$ cat config.mk
export PLATFORM = sky130hd
export DESIGN_NAME = multi_cycle_control
export DESIGN_NICKNAME = d
export VERILOG_FILES = /design/src/rtl/multi_cycle_control_pkg.sv /design/src/rtl/mc_opcode_decode.sv /design/src/rtl/multi_cycle_control.sv
export SDC_FILE = /design/constraint.sdc
export NUM_CORES = 1
export LEC_CHECK = 0
export BUFFER_PORTS_ARGS = -buffer_cell sky130_fd_sc_hd__buf_2
export CAP_MARGIN = 20
export CORE_UTILIZATION = 25
export DETAILED_ROUTE_END_ITERATION = 10
export PLACE_DENSITY = 0.41
export RECOVER_POWER = 50
export SLEW_MARGIN = 15
export SYNTH_ARGS = -nofsm -noshare
export SYNTH_HDL_FRONTEND = slang
export SYNTH_SLANG_ARGS = --single-unit
$ cat constraint.sdc
create_clock -name clk -period 2.3 [get_ports clk]
set_input_delay 0.23 -clock clk [delete_from_list [all_inputs] [get_ports clk]]
set_output_delay 0.23 -clock clk [all_outputs]
set_load 0.01 [all_outputs]
$ cat src/rtl/multi_cycle_control_pkg.sv
// Shared definitions for the multi-cycle processor control unit:
// state encodings, opcode constants, datapath select codes and the
// instruction-class record produced by the opcode decoder.
package multi_cycle_control_pkg;

    typedef enum logic [3:0] {
        ST_FETCH    = 4'd0,
        ST_DECODE   = 4'd1,
        ST_MEM_ADDR = 4'd2,
        ST_MEM_RD   = 4'd3,
        ST_MEM_WB   = 4'd4,
        ST_MEM_WR   = 4'd5,
        ST_R_EXEC   = 4'd6,
        ST_R_WB     = 4'd7,
        ST_I_EXEC   = 4'd8,
        ST_I_WB     = 4'd9,
        ST_BRANCH   = 4'd10,
        ST_JUMP     = 4'd11
    } state_e;

    localparam logic [5:0] OP_RTYPE = 6'b000000;
    localparam logic [5:0] OP_LW    = 6'b100011;
    localparam logic [5:0] OP_SW    = 6'b101011;
    localparam logic [5:0] OP_BEQ   = 6'b000100;
    localparam logic [5:0] OP_J     = 6'b000010;
    localparam logic [5:0] OP_ADDI  = 6'b001000;
    localparam logic [5:0] OP_ANDI  = 6'b001100;

    localparam logic [1:0] ALU_ADD   = 2'b00;
    localparam logic [1:0] ALU_SUB   = 2'b01;
    localparam logic [1:0] ALU_FUNCT = 2'b10;
    localparam logic [1:0] ALU_AND   = 2'b11;

    localparam logic [1:0] SRCB_REG     = 2'b00;
    localparam logic [1:0] SRCB_FOUR    = 2'b01;
    localparam logic [1:0] SRCB_IMM     = 2'b10;
    localparam logic [1:0] SRCB_IMM_SH2 = 2'b11;

    localparam logic [1:0] PCSRC_ALU    = 2'b00;
    localparam logic [1:0] PCSRC_ALUOUT = 2'b01;
    localparam logic [1:0] PCSRC_JUMP   = 2'b10;

    // One-hot instruction class; all zero means the opcode is not supported.
    typedef struct packed {
        logic rtype;
        logic lw;
        logic sw;
        logic beq;
        logic jump;
        logic addi;
        logic andi;
    } op_class_t;

endpackage

$ cat src/rtl/mc_opcode_decode.sv
// Purely combinational opcode classifier and extender-mode select.
module mc_opcode_decode
    import multi_cycle_control_pkg::*;
(
    input  logic [5:0] opcode,
    output op_class_t  op_class,
    output logic       ext_op
);

    // Map the opcode onto a one-hot class; andi is the only zero-extending op.
    always_comb begin
        op_class = '0;
        case (opcode)
            OP_RTYPE: op_class.rtype = 1'b1;
            OP_LW:    op_class.lw    = 1'b1;
            OP_SW:    op_class.sw    = 1'b1;
            OP_BEQ:   op_class.beq   = 1'b1;
            OP_J:     op_class.jump  = 1'b1;
            OP_ADDI:  op_class.addi  = 1'b1;
            OP_ANDI:  op_class.andi  = 1'b1;
            default:  op_class       = '0;
        endcase
        ext_op = (opcode != OP_ANDI);
    end

endmodule

$ cat src/rtl/multi_cycle_control.sv
// Moore control FSM for a multi-cycle MIPS-style datapath, with a
// retired-instruction counter and an illegal-opcode pulse.
module multi_cycle_control
    import multi_cycle_control_pkg::*;
(
    input  logic        clk,
    input  logic        rst_n,
    input  logic [5:0]  opcode,
    input  logic        mem_ready,
    input  logic        zero,
    output logic        pc_write,
    output logic        pc_write_cond,
    output logic        iord,
    output logic        mem_read,
    output logic        mem_write,
    output logic        ir_write,
    output logic        reg_dst,
    output logic        mem_to_reg,
    output logic        reg_write,
    output logic        alu_src_a,
    output logic [1:0]  alu_src_b,
    output logic [1:0]  alu_op,
    output logic [1:0]  pc_source,
    output logic        ext_op,
    output logic        illegal_op,
    output logic [3:0]  state,
    output logic [31:0] retired
);

    state_e      state_q, state_d;
    logic [31:0] retired_q, retired_d;
    logic        illegal_q, illegal_d;
    logic        retire;
    op_class_t   op_class;

    // The zero flag qualifies pc_write_cond inside the datapath, not here.
    logic unused_zero;
    assign unused_zero = zero;

    mc_opcode_decode u_decode (
        .opcode   (opcode),
        .op_class (op_class),
        .ext_op   (ext_op)
    );

    // Next-state, illegal pulse and retire strobe.
    always_comb begin
        state_d   = state_q;
        illegal_d = 1'b0;
        retire    = 1'b0;
        case (state_q)
            ST_FETCH:    if (mem_ready) state_d = ST_DECODE;
            ST_DECODE: begin
                if (op_class.rtype)                  state_d = ST_R_EXEC;
                else if (op_class.lw || op_class.sw) state_d = ST_MEM_ADDR;
                else if (op_class.beq)               state_d = ST_BRANCH;
                else if (op_class.jump)              state_d = ST_JUMP;
                else if (op_class.addi || op_class.andi) state_d = ST_I_EXEC;
                else begin
                    state_d   = ST_FETCH;
                    illegal_d = 1'b1;
                end
            end
            ST_MEM_ADDR: state_d = op_class.lw ? ST_MEM_RD : ST_MEM_WR;
            ST_MEM_RD:   if (mem_ready) state_d = ST_MEM_WB;
            ST_MEM_WR: begin
                if (mem_ready) begin
                    state_d = ST_FETCH;
                    retire  = 1'b1;
                end
            end
            ST_R_EXEC:   state_d = ST_R_WB;
            ST_I_EXEC:   state_d = ST_I_WB;
            ST_MEM_WB, ST_R_WB, ST_I_WB, ST_BRANCH, ST_JUMP: begin
                state_d = ST_FETCH;
                retire  = 1'b1;
            end
            default:     state_d = ST_FETCH;
        endcase
        retired_d = retire ? retired_q + 32'd1 : retired_q;
    end

    // Moore control outputs; FETCH strobes also wait for memory and reset.
    always_comb begin
        pc_write      = 1'b0;
        pc_write_cond = 1'b0;
        iord          = 1'b0;
        mem_read      = 1'b0;
        mem_write     = 1'b0;
        ir_write      = 1'b0;
        reg_dst       = 1'b0;
        mem_to_reg    = 1'b0;
        reg_write     = 1'b0;
        alu_src_a     = 1'b0;
        alu_src_b     = SRCB_REG;
        alu_op        = ALU_ADD;
        pc_source     = PCSRC_ALU;
        case (state_q)
            ST_FETCH: begin
                mem_read  = 1'b1;
                alu_src_b = SRCB_FOUR;
                pc_write  = mem_ready && rst_n;
                ir_write  = mem_ready && rst_n;
            end
            ST_DECODE:   alu_src_b = SRCB_IMM_SH2;
            ST_MEM_ADDR: begin
                alu_src_a = 1'b1;
                alu_src_b = SRCB_IMM;
            end
            ST_MEM_RD: begin
                mem_read = 1'b1;
                iord     = 1'b1;
            end
            ST_MEM_WB: begin
                reg_write  = 1'b1;
                mem_to_reg = 1'b1;
            end
            ST_MEM_WR: begin
                mem_write = 1'b1;
                iord      = 1'b1;
            end
            ST_R_EXEC: begin
                alu_src_a = 1'b1;
                alu_op    = ALU_FUNCT;
            end
            ST_R_WB: begin
                reg_write = 1'b1;
                reg_dst   = 1'b1;
            end
            ST_I_EXEC: begin
                alu_src_a = 1'b1;
                alu_src_b = SRCB_IMM;
                alu_op    = op_class.andi ? ALU_AND : ALU_ADD;
            end
            ST_I_WB:     reg_write = 1'b1;
            ST_BRANCH: begin
                alu_src_a     = 1'b1;
                alu_op        = ALU_SUB;
                pc_write_cond = 1'b1;
                pc_source     = PCSRC_ALUOUT;
            end
            ST_JUMP: begin
                pc_write  = 1'b1;
                pc_source = PCSRC_JUMP;
            end
            default: ;
        endcase
    end

    // State, counter and pulse registers; reset abandons any instruction.
    always_ff @(posedge clk or negedge rst_n) begin
        if (!rst_n) begin
            state_q   <= ST_FETCH;
            retired_q <= '0;
            illegal_q <= 1'b0;
        end else begin
            state_q   <= state_d;
            retired_q <= retired_d;
            illegal_q <= illegal_d;
        end
    end

    assign state      = state_q;
    assign retired    = retired_q;
    assign illegal_op = illegal_q;

endmodule

Word level (Yosys, flattened, before mapping)
Cells that the tools add are included.
Operators by class
  add/subtract/negate cells: 1
  equality and inequality tests: 21
  muxes and demuxes: 39
  reduce and logical (&&, ||, !) cells: 12
Operators by type and width (number)
  adder 32 x 1 -> 32 bit, second input constant: 1
  two-way mux 4 bit: 8
  case mux 4 bit (7 select lines): 1
  two-way mux 1 bit: 23
  == test 4 x 3 -> 1 bit, second input constant: 4
  == test 4 bit, second input constant: 4
  == test 6 x 4 -> 1 bit, second input constant: 2
  == test 6 bit, second input constant: 2
  case mux 2 bit (3 select lines): 2
  == test 4 x 2 -> 1 bit, second input constant: 2
  == test 6 x 2 -> 1 bit, second input constant: 1
  == test 6 x 3 -> 1 bit, second input constant: 1
  zero test 6 bit: 1
  inequality test 2 bit, second input constant: 3
  inequality test 6 x 4 -> 1 bit, second input constant: 1
  OR reduction 2 bit: 3
  OR reduction 5 bit: 1
  == test 4 x 1 -> 1 bit, second input constant: 1
  zero test 4 bit: 1
  case mux 1 bit (2 select lines): 2
  case mux 2 bit (2 select lines): 1
  OR reduction 4 bit: 1
  two-way mux 3 bit: 1
  AND reduction 3 bit: 1
  other kinds (4): 5
Word-level totals
  flip-flop bits (word level): 37
  input bits: 10
  output and inout bits: 54

Depth between registers and ports, before layout
  depth in word-level cells: 9
  gate-level depth with buffers: 7
  gate-level depth less buffers: 5

By module
A second synthesis with hierarchy kept.
Unflattened totals
  cells, all modules: 216
  area total of the unflattened synthesis: 2103.3 µm²
Modules (own cells, without submodules)
  multi_cycle_control: times used 1, cells each 203, area each 2014.4 µm², seq. area each 925.9 µm²
  mc_opcode_decode: times used 1, cells each 13, area each 88.8 µm², seq. area each 0.0 µm²

Worst setup path before layout
Ideal clock, no wire load.
  kind: register to output
  start point: register state_q[0], in the netlist state[0]
  end point: output port pc_write
  data arrival time: 1.576 ns
  required time: 2.070 ns
  path slack: 0.494 ns
  stages on the path, launching flop included: 5
  cells stage by stage: dfrtp_1 buf_2 or2_2 nor3_1 or2_2
Between the ends
  cells in the longest elaborated chain, start to end: 2
  elaborated cells between the ends (all ways): 3
Ends and longest elaborated chain
  start: declaration: RTL line multi_cycle_control.sv:30  | state_e state_q, state_d;
  start signal: assignment: RTL line multi_cycle_control.sv:157  | state_q <= state_d;
  == test 4 bit or zero test 4 bit (tied branches): RTL line multi_cycle_control.sv:98  | case (state_q)
  case mux 1 bit (2 select lines) (*): RTL line multi_cycle_control.sv:98
  end: declaration: RTL line multi_cycle_control.sv:11  | output logic pc_write,
Every way passes the cells marked *; elsewhere a longest branch is shown, timed or not.

Worst setup path after layout
  start point: register state_q[1], in the netlist state[1]
  end point: output port pc_write
Same word-level chain as after synthesis.

==> results_dict.tcl <==
set metrics [dict create \
    num_vias 1941 \
    final_max_slew_viol_count 0 \
    coreArea_sq_um 8763 \
    combPwrFrac_pct 32.6 \
    vdd_drop_max_v 0.0002190 \
    pin_count 64 \
    ys.flop_type "dfrtp_1" \
    grt_use_total_pct 12.91 \
    place_area_sq_um 2713 \
    die_x_microns 97.47 \
    status "finished, final reports clean" \
    clk_pin_slew_ns 0.08 \
    rsz0062_at_grt "no" \
    swShare_pct 37.22 \
    htreeDepth 2 \
    cts.hold.buffers_added 0 \
    route.met3.wl_microns 175 \
    ctsResizeCount 0 \
    synthArstFlopShare_pct 100.0 \
    tightest_slew_ns 1.011 \
    end_kind "output pin" \
    cts_buffers 5 \
    dr.pass1.iters 4 \
    syn_area_sq_um 2278 \
    worst-path-max-fanout 14 \
    period_minus_slack_ns 1.992 \
    synth-seq-cells 37 \
    setup_ws_ns 0.3083 \
    synth_top_area_share_pct 40.64 \
    netlist_instances 226 \
    routabilityCongestion 0.7028 \
    tritoncts "done" \
    post-place-ws_ns 0.4443 \
    cts_max_path_buffers 2 \
    setup_violations 0 \
    antenna_left 0 \
    antennaDiodeCount 0 \
    min_path_type "in -> async" \
    grt.overflow.total 0 \
    powerDensity_nw_per_um2 654.9 \
    antenna_found_initial 0 \
    internal-power_uw 1133 \
    start_util_pct 26.00 \
    worst_r2r_path_depth 5 \
    p_sw_uw 671.6 \
    drive_gt1_share_pct 24.83 \
    clk-insertion-delay-late_ns 0.28 \
    r2r_start "state[3]" \
    p_seq_share_pct 42.7 \
    ys_seq_area_share_pct 40.64 \
    clock-root-buffer "clkbuf_8" \
    post-cts-setup-buffer-count 0 \
    clkPwrFrac_pct 24.7 \
    wirelength_microns 5922 \
    die_y_microns 97.47 \
    finalNetCount 300 \
    yosys-top-cells-count "dfrtp_1 (37), xor2_1 (31), nor2_1 (17), nand2_1 (15), nor3_1 (15)" \
    slew_headroom_pct 32.62 \
    drc 0 \
    yosysTopAreaCell "dfrtp_1" \
    grt_pass1_wl_microns 9901 \
    drt-met1-wl_microns 2988 \
    startpoint "state[1]" \
    worstPathRequired_ns 2.07 \
    via_per_inst 4.877 \
    yosysUniqueCellTypes 47 \
    grt_pass1_vias 1870 \
    critPathKind "reg -> out" \
    max_cap_violations 0 \
    cts_sinks 37 \
    power_leakage_uw 0.001297 \
    synthTopCellsByArea "dfrtp_1 (41%), xor2_1 (12%), nor4_2 (5.5%), nor3_1 (3.3%), nor2_1 (2.8%)" \
    yosysMostFrequentCell "dfrtp_1" \
    arrival_ns 1.76 \
    wl_per_cell_microns 14.88 \
    start_kind "flip-flop" \
    grt_max_degree 38 \
    design_area_sq_um 2755 \
    area_growth_syn_to_layout_pct 20.92 \
    numPortBuffers 62 \
    syn_nets 237 \
    ys_warn_count 0 \
    synth_edf_count 0 \
    highest_layer "met4" \
    first_iter_violations 111 \
    final.period_utilization_pct 86.59 \
    syn_area_per_cell_sq_um 10.08 \
    fin_skew_ns 0.005680 \
    dp_hpwl_microns 4161 \
    route.met2.wl_microns 2722 \
    finalHoldViolations 0 \
    max_freq_mhz 502.1 \
    die_area_sq_um 9499 \
    holdWs_ns 0.2720 \
    setup_tns_ns 0 \
    rows 34 \
]
[final timing paths]
kind / end / slack (ns)
setup / recovery: pc_write / 0.31
hold / removal: retired[28] / 0.27
setup reg to reg: retired[2] / 0.44
hold reg to reg: retired[31] / 0.47
max in group asynchronous: retired[3] / 1.41
min in group clk: illegal_op / 0.29
[registers in the layout (all words and copies together), names as in the netlist]
signal	flops
state	4
retired	32
illegal_op	1
[final cells by class]
class / count / area (sq um)
Timing Repair Buffer: 71 / 340.3
Inverter: 2 / 7.507
Tap cell: 108 / 135.1
Fill cell: 954 / 6008
Multi-Input combinational cell: 172 / 1266
Sequential cell: 37 / 925.9
Clock buffer: 8 / 80.08
[power by group through the flow]
stage,clock (uW),sequential [uW],combinational (uW)
after detailed placement,0,785,596
after floorplan,0,807,349
final,446,771,587
after global routing,498,783,646
after global placement,0,783,599
after CTS,466,773,600
[worst max-delay path: stages (launching register included)]
cell	delay [ns]
dfrtp_1	0.42
buf_4	0.21
or2_2	0.33
nor3_1	0.25
or2_2	0.15
buf_2	0.11
[per-layer routing]
layer	vias to the layer above	GRT usage, %
met2	29	20.06
met4	0	2.715
met3	2	2.878
li1	944	-
met5	-	0
met1	966	18.35
[kinds of logic after synthesis]
kind of cell | Yosys count | share of synthesized area, %
and+or+nand+nor | 115 | 32.62
DFF | 37 | 40.64
xor gates and xnor gates | 34 | 13.40
AOI/OAI and AO/OA | 21 | 8.512
buffers and inverters | 17 | 3.789
muxes | 1 | 0.4942
adders and majority gates | 1 | 0.5491
[placed cells by master (no fill, tap or decap), drive strengths merged]
| master | count |
|---|---|
| a41oi | 1 |
| o21ai | 4 |
| o31ai | 1 |
| clkbuf | 37 |
| a21oi | 4 |
| and4 | 5 |
| nand4b | 1 |
| and2 | 2 |
| nor3b | 5 |
| xnor2 | 3 |
| or2 | 3 |
| a211o | 1 |
| nand2 | 16 |
| a21boi | 1 |
| nor3 | 15 |
| mux2 | 1 |
| nand2b | 5 |
| xor2 | 31 |
| o211ai | 1 |
| inv | 2 |
| or3 | 1 |
| nor2b | 1 |
| a211oi | 3 |
| or4b | 1 |
| nor2 | 17 |
| nand3 | 10 |
| and4b | 1 |
| dfrtp | 37 |
| nor4b | 4 |
| and3 | 5 |
| buf | 42 |
| nand4 | 7 |
| nor4 | 16 |
| a22o | 1 |
| a2111oi | 2 |
| ha | 1 |
| o2111ai | 2 |
[through the flow]
stage | instances | power, uW | utilization, %
finish | 398 | 1804 | 31.44
detailed placement | 390 | 1380 | 30.95
floorplan | 226 | 1156 | -
global placement | 390 | 1382 | 30.95
global route | 398 | 1927 | 31.44
CTS | 398 | 1840 | 31.87
(Power assumes the default switching activity.)
